File: src/rtl/bcd_count_ctrl.sv
// Run-control sequencer for a cascaded chain of BCD counter digits: start/pause/
// clear/preload, tick gating, terminal-value compare with done and wrap strobes.
module bcd_count_ctrl #(
  parameter int DIGITS = 2
) (
  input  logic                clk,
  input  logic                rst_n,
  input  logic                start,
  input  logic                stop,
  input  logic                clear,
  input  logic                load,
  input  logic [4*DIGITS-1:0] load_val,
  input  logic [4*DIGITS-1:0] target,
  input  logic                tick,
  output logic [4*DIGITS-1:0] count,
  output logic [1:0]          state,
  output logic                running,
  output logic                done,
  output logic                wrap
);

  localparam int W = 4 * DIGITS;

  typedef enum logic [1:0] {
    S_IDLE  = 2'b00,
    S_RUN   = 2'b01,
    S_PAUSE = 2'b10,
    S_DONE  = 2'b11
  } state_e;

  state_e         state_q;
  logic [W-1:0]   count_q;
  logic           running_q;
  logic           done_q;
  logic           wrap_q;

  logic [W-1:0]   inc_d;
  logic           carry_d;
  logic [W-1:0]   load_d;
  logic           target_hit;

  // Ripple BCD increment; carry out is set only when every digit was 9.
  function automatic logic [W:0] bcd_inc(input logic [W-1:0] v);
    logic [W-1:0] res;
    logic         c;
    logic [3:0]   dig;
    res = '0;
    c   = 1'b1;
    for (int i = 0; i < DIGITS; i++) begin
      dig = v[4*i +: 4];
      if (c && dig == 4'd9) begin
        res[4*i +: 4] = 4'd0;
      end else if (c) begin
        res[4*i +: 4] = dig + 4'd1;
        c = 1'b0;
      end else begin
        res[4*i +: 4] = dig;
      end
    end
    return {c, res};
  endfunction

  // NOTE: combinational logic uses blocking '=' with a default first so no latch is
  // inferred; the register block below uses non-blocking '<=' only.
  always_comb begin
    {carry_d, inc_d} = bcd_inc(count_q);
    load_d     = '0;
    target_hit = (inc_d == target);
    for (int i = 0; i < DIGITS; i++) begin
      load_d[4*i +: 4] = (load_val[4*i +: 4] > 4'd9) ? 4'd0 : load_val[4*i +: 4];
      if (target[4*i +: 4] > 4'd9) target_hit = 1'b0;
    end
  end

  always_ff @(posedge clk) begin
    if (!rst_n) begin
      state_q   <= S_IDLE;
      count_q   <= '0;
      running_q <= 1'b0;
      done_q    <= 1'b0;
      wrap_q    <= 1'b0;
    end else begin
      done_q <= 1'b0;
      wrap_q <= 1'b0;
      if (clear) begin
        state_q   <= S_IDLE;
        count_q   <= '0;
        running_q <= 1'b0;
      end else if (load && (state_q == S_IDLE || state_q == S_PAUSE)) begin
        count_q <= load_d;
      end else begin
        // A load in RUN/DONE is treated as absent, so lower-priority commands apply.
        unique case (state_q)
          S_IDLE: begin
            if (start) begin
              state_q   <= S_RUN;
              running_q <= 1'b1;
            end
          end
          S_RUN: begin
            if (stop) begin
              state_q   <= S_PAUSE;
              running_q <= 1'b0;
            end else if (tick) begin
              count_q <= inc_d;
              wrap_q  <= carry_d;
              if (target_hit) begin
                state_q   <= S_DONE;
                running_q <= 1'b0;
                done_q    <= 1'b1;
              end
            end
          end
          S_PAUSE: begin
            if (start && !stop) begin
              state_q   <= S_RUN;
              running_q <= 1'b1;
            end
          end
          S_DONE: begin
            if (start) begin
              state_q   <= S_RUN;
              running_q <= 1'b1;
            end
          end
          default: state_q <= S_IDLE;
        endcase
      end
    end
  end

  assign count   = count_q;
  assign state   = state_q;
  assign running = running_q;
  assign done    = done_q;
  assign wrap    = wrap_q;

endmodule

File: config.mk
export PLATFORM = sky130hd
export DESIGN_NAME = bcd_count_ctrl
export DESIGN_NICKNAME = d
export VERILOG_FILES = /design/src/rtl/bcd_count_ctrl.sv
export SDC_FILE = /design/constraint.sdc
export NUM_CORES = 1
export LEC_CHECK = 0
export ABC_AREA = 1
export CAP_MARGIN = 0
export CELL_PAD_IN_SITES_DETAIL_PLACEMENT = 0
export CELL_PAD_IN_SITES_GLOBAL_PLACEMENT = 2
export CORE_ASPECT_RATIO = 1.4
export CORE_MARGIN = 2
export CORE_UTILIZATION = 23
export DETAILED_ROUTE_END_ITERATION = 10
export GPL_TIMING_DRIVEN = 0
export PLACE_DENSITY_LB_ADDON = 0.1
export RECOVER_POWER = 25
export SYNTH_ARGS = -nofsm -noshare
export SYNTH_HDL_FRONTEND = slang
export SYNTH_SLANG_ARGS = --single-unit
File: constraint.sdc
create_clock -name clk -period 2.3 [get_ports clk]
set_input_delay 0.23 -clock clk [delete_from_list [all_inputs] [get_ports clk]]
set_output_delay 0.23 -clock clk [all_outputs]
set_load 0.02 [all_outputs]
==> results.ini <==
[floorplan]
floorplan.die.width_microns=62.4
die_area_sq_um=5360
initial_utilization_pct=24.1
ios=36
core_area_sq_um=4570
fp-row-count=29
chipHeight_microns=85.8

[worst_hold_path]
holdPathStages=2
holdCritPathClass=flip-flop to flip-flop

[grt]
initial_antenna_violation_count=0
via_count_of_the_first_global_routing_pass=1190
grt_max_degree=11
grt_first_pass_wirelength_mm=5.38
grt_overflow_total=0
grt.total_usage_pct=12.5

[worst_setup_path]
worstPathCellList=inv_2, nor2_4, nand2_1, nand3_1, nand2_1, nor2_1, nand3_1, nor2_2, nand3_2, nand2_2, nand2_1, nand2_1, a21oi_2
ff2ff_path_depth=13
worstPathRequired_ns=2.43
cp_slowest_stage_delay_ns=0.47
path_class=flip-flop to flip-flop
worstPathMaxFanout=7
cp_capture_type=flip-flop
slowest_stage=sky130_fd_sc_hd__dfxtp_1
critical_path_arrival_ns=2.09
crit_path_start_kind=flip-flop
crit_top_cell=sky130_fd_sc_hd__nand2_1

[cts]
clock_insertion_delay_at_the_later_pin_of_the_skew_report_ns=0.25
maximum_clock_insertion_buffer_count=2
cts-htree-levels=1
cts_tree=yes
path_clk_slew_ns=0.06
clock_sink_count=13
clock_tree.root_cell=sky130_fd_sc_hd__clkbuf_8
cts_buffers=3

[timing]
setup_viol=0
timing_hold_violations_final=0
fin_crit_sh_pct=85.4
timing_max_transition_violations_final=0
max_freq_mhz=509
transition_time_at_the_pin_with_the_least_slew_margin_ns=0.365
finalWorstPathRequiredPeriod_ns=1.96
grt_setup_unrepaired=false
maxSlewHeadroom_pct=75.1
setup_clock_skew_after_layout_ns=0.00151
finalSetupTns_ns=0

[yosys]
synth.avg_cell_area_sq_um=6.25
synth_sequential_area_ratio_pct=23.7
synth.distinct_cells=25
synthesis.area_sq_um=1100
area_leader_netlist=sky130_fd_sc_hd__dfxtp_1
synth_largest_type_area_fraction_pct=23.7
synthesis.instances=176
synth_warnings=0
syn_nets=204
post_synth_main_area_contributors=sky130_fd_sc_hd__dfxtp_1, sky130_fd_sc_hd__nand2_1, sky130_fd_sc_hd__nand3_1
postSynthRegisterBits=13

[drt]
antenna_left=0
vias=1258
wirelength_mm=3.25
detailedRoute.firstIterationViolations=33
vias_per_cell=4.54
routedWlPerCell_microns=11.7
drc=0
firstDrtPassIters=4

[layout]
filler_cell_count=534
finish.net_count=244
layout.cells.non_filler=277
area_taken_by_multi_input_logic_gates_sq_um=731
area.sequential_sq_um=260
final_instance_area_sq_um=1580
num_antenna_cells=0
area_growth_syn_to_layout_pct=43.3
final_layout_size_suffix_gt1_share_pct=12.6

[placement]
gp_routability_congestion=0.779
placed_cells=273
post_dp_cell_area_sq_um=1530
hpwl_dp_mm=2.75
io_buffers=35

[flow_run]
drv.max_cap_violation_count=0

[run_status]
run_status=finished clean

[power_and_ir_drop]
pwr_density_cell_nw_per_um2=401
p_leak_nw=0.707
vdd_ir_drop_max_mv=0.187

kinds of logic after synthesis:
group | synth area share (%)
adder cells (fa/ha/maj) | 5.69
AO/OA/AOI/OAI | 13.1
flip-flops | 23.7
AND/OR/NAND/NOR | 47.3
buffers and inverters | 10.2
per-stage QoR:
stage               hold slack, ns  utilization, %  total power, mW  setup slack, ns
global placement             0.461            33.4            0.429            0.130
finish                       0.470            34.5            0.633            0.336
floorplan                    0.307               -            0.345            0.443
detailed placement           0.463            33.4            0.430            0.142
CTS                          0.477            34.4            0.646            0.114
global route                 0.493            34.5            0.676            0.109
registers in the layout (all words and copies together), names as in the netlist:
| register | cells |
|---|---|
| count | 8 |
| done | 1 |
| running | 1 |
| state | 2 |
| wrap | 1 |
where the power goes:
part	switching, mW	internal [mW]	leakage [nW]	total (mW)
clock network	0.0877	0.123	0.0228	0.210
registers	0.0130	0.234	0.106	0.247
logic	0.0955	0.0800	0.578	0.175
total	0.196	0.437	0.707	0.633
cells in the mapped netlist:
master	count
sky130_fd_sc_hd__nand3_2	3
sky130_fd_sc_hd__nand4_1	5
sky130_fd_sc_hd__nor2_1	12
sky130_fd_sc_hd__ha_1	5
sky130_fd_sc_hd__inv_2	2
sky130_fd_sc_hd__nand2_4	1
sky130_fd_sc_hd__nor2_4	1
sky130_fd_sc_hd__nor3_1	1
sky130_fd_sc_hd__nor2_2	2
sky130_fd_sc_hd__dfxtp_1	13
sky130_fd_sc_hd__nand2_1	41
sky130_fd_sc_hd__a221o_1	1
sky130_fd_sc_hd__clkinv_1	1
sky130_fd_sc_hd__nand2_2	11
sky130_fd_sc_hd__a31oi_1	3
sky130_fd_sc_hd__o21ai_0	8
sky130_fd_sc_hd__o21ai_1	1
sky130_fd_sc_hd__nor2_8	1
sky130_fd_sc_hd__a21oi_1	7
sky130_fd_sc_hd__inv_1	27
sky130_fd_sc_hd__a221oi_1	1
sky130_fd_sc_hd__nor4_1	1
sky130_fd_sc_hd__nand3_1	25
sky130_fd_sc_hd__a21oi_2	2
sky130_fd_sc_hd__a2111oi_0	1
metal layers:
metal | track usage (%) | up-vias | part of all wire (%)
met3 | 2.23 | 3 | 4.0
met2 | 23.5 | 24 | 51
met1 | 14.6 | 575 | 44
li1 | - | 656 | -
met5 | 0 | - | 0
met4 | 3.03 | 0 | 0.99
critical path, delay by kind of cell (launching register included):
family                 cells  cell delay (ns)
AOI/OAI and AO/OA          1             0.05
buffers and inverters      1             0.11
DFF                        1             0.47
and+or+nand+nor           11             1.23
placed cells by master, fill, tap and decap left out:
cell type,count
sky130_fd_sc_hd__o21ai_0,8
sky130_fd_sc_hd__o21ai_2,1
sky130_fd_sc_hd__clkdlybuf4s50_1,29
sky130_fd_sc_hd__ha_1,5
sky130_fd_sc_hd__nand2_2,11
sky130_fd_sc_hd__a221oi_1,1
sky130_fd_sc_hd__clkinv_1,1
sky130_fd_sc_hd__a21oi_2,2
sky130_fd_sc_hd__nand4_1,5
sky130_fd_sc_hd__inv_1,27
sky130_fd_sc_hd__inv_2,2
sky130_fd_sc_hd__a221o_1,1
sky130_fd_sc_hd__nor2_1,12
sky130_fd_sc_hd__nand2_1,41
sky130_fd_sc_hd__clkbuf_1,1
sky130_fd_sc_hd__nor4_1,1
sky130_fd_sc_hd__nor2_8,1
sky130_fd_sc_hd__dfxtp_1,13
sky130_fd_sc_hd__a21oi_1,7
sky130_fd_sc_hd__a31oi_1,3
sky130_fd_sc_hd__nor2_4,1
sky130_fd_sc_hd__nand2_4,1
sky130_fd_sc_hd__nor2_2,2
sky130_fd_sc_hd__dlygate4sd3_1,6
sky130_fd_sc_hd__nand3_2,3
sky130_fd_sc_hd__nor3_1,1
sky130_fd_sc_hd__a2111oi_0,1
sky130_fd_sc_hd__nand3_1,25
sky130_fd_sc_hd__clkbuf_8,3
what timing repair did:
item,in CTS,in global routing
setup buffers,0,0
setup endpoints to repair,0,4
hold buffers,0,0
resized for setup,0,1
final timing paths:
path	startpoint	endpoint	slack, ns
max	count[0]	running	0.34
min	running	running	0.47
max reg2reg	count[0]	running	0.34
min reg2reg	running	running	0.47
area by class of cell:
class / count / area share (%)
multi-input cells: 133 / 46.3
repair buffers: 35 / 22.2
flip-flops and latches: 13 / 16.5
inverters: 30 / 7.14
well taps: 62 / 4.92
clock buffers: 4 / 2.86
Power figures use the tool's default switching activity.
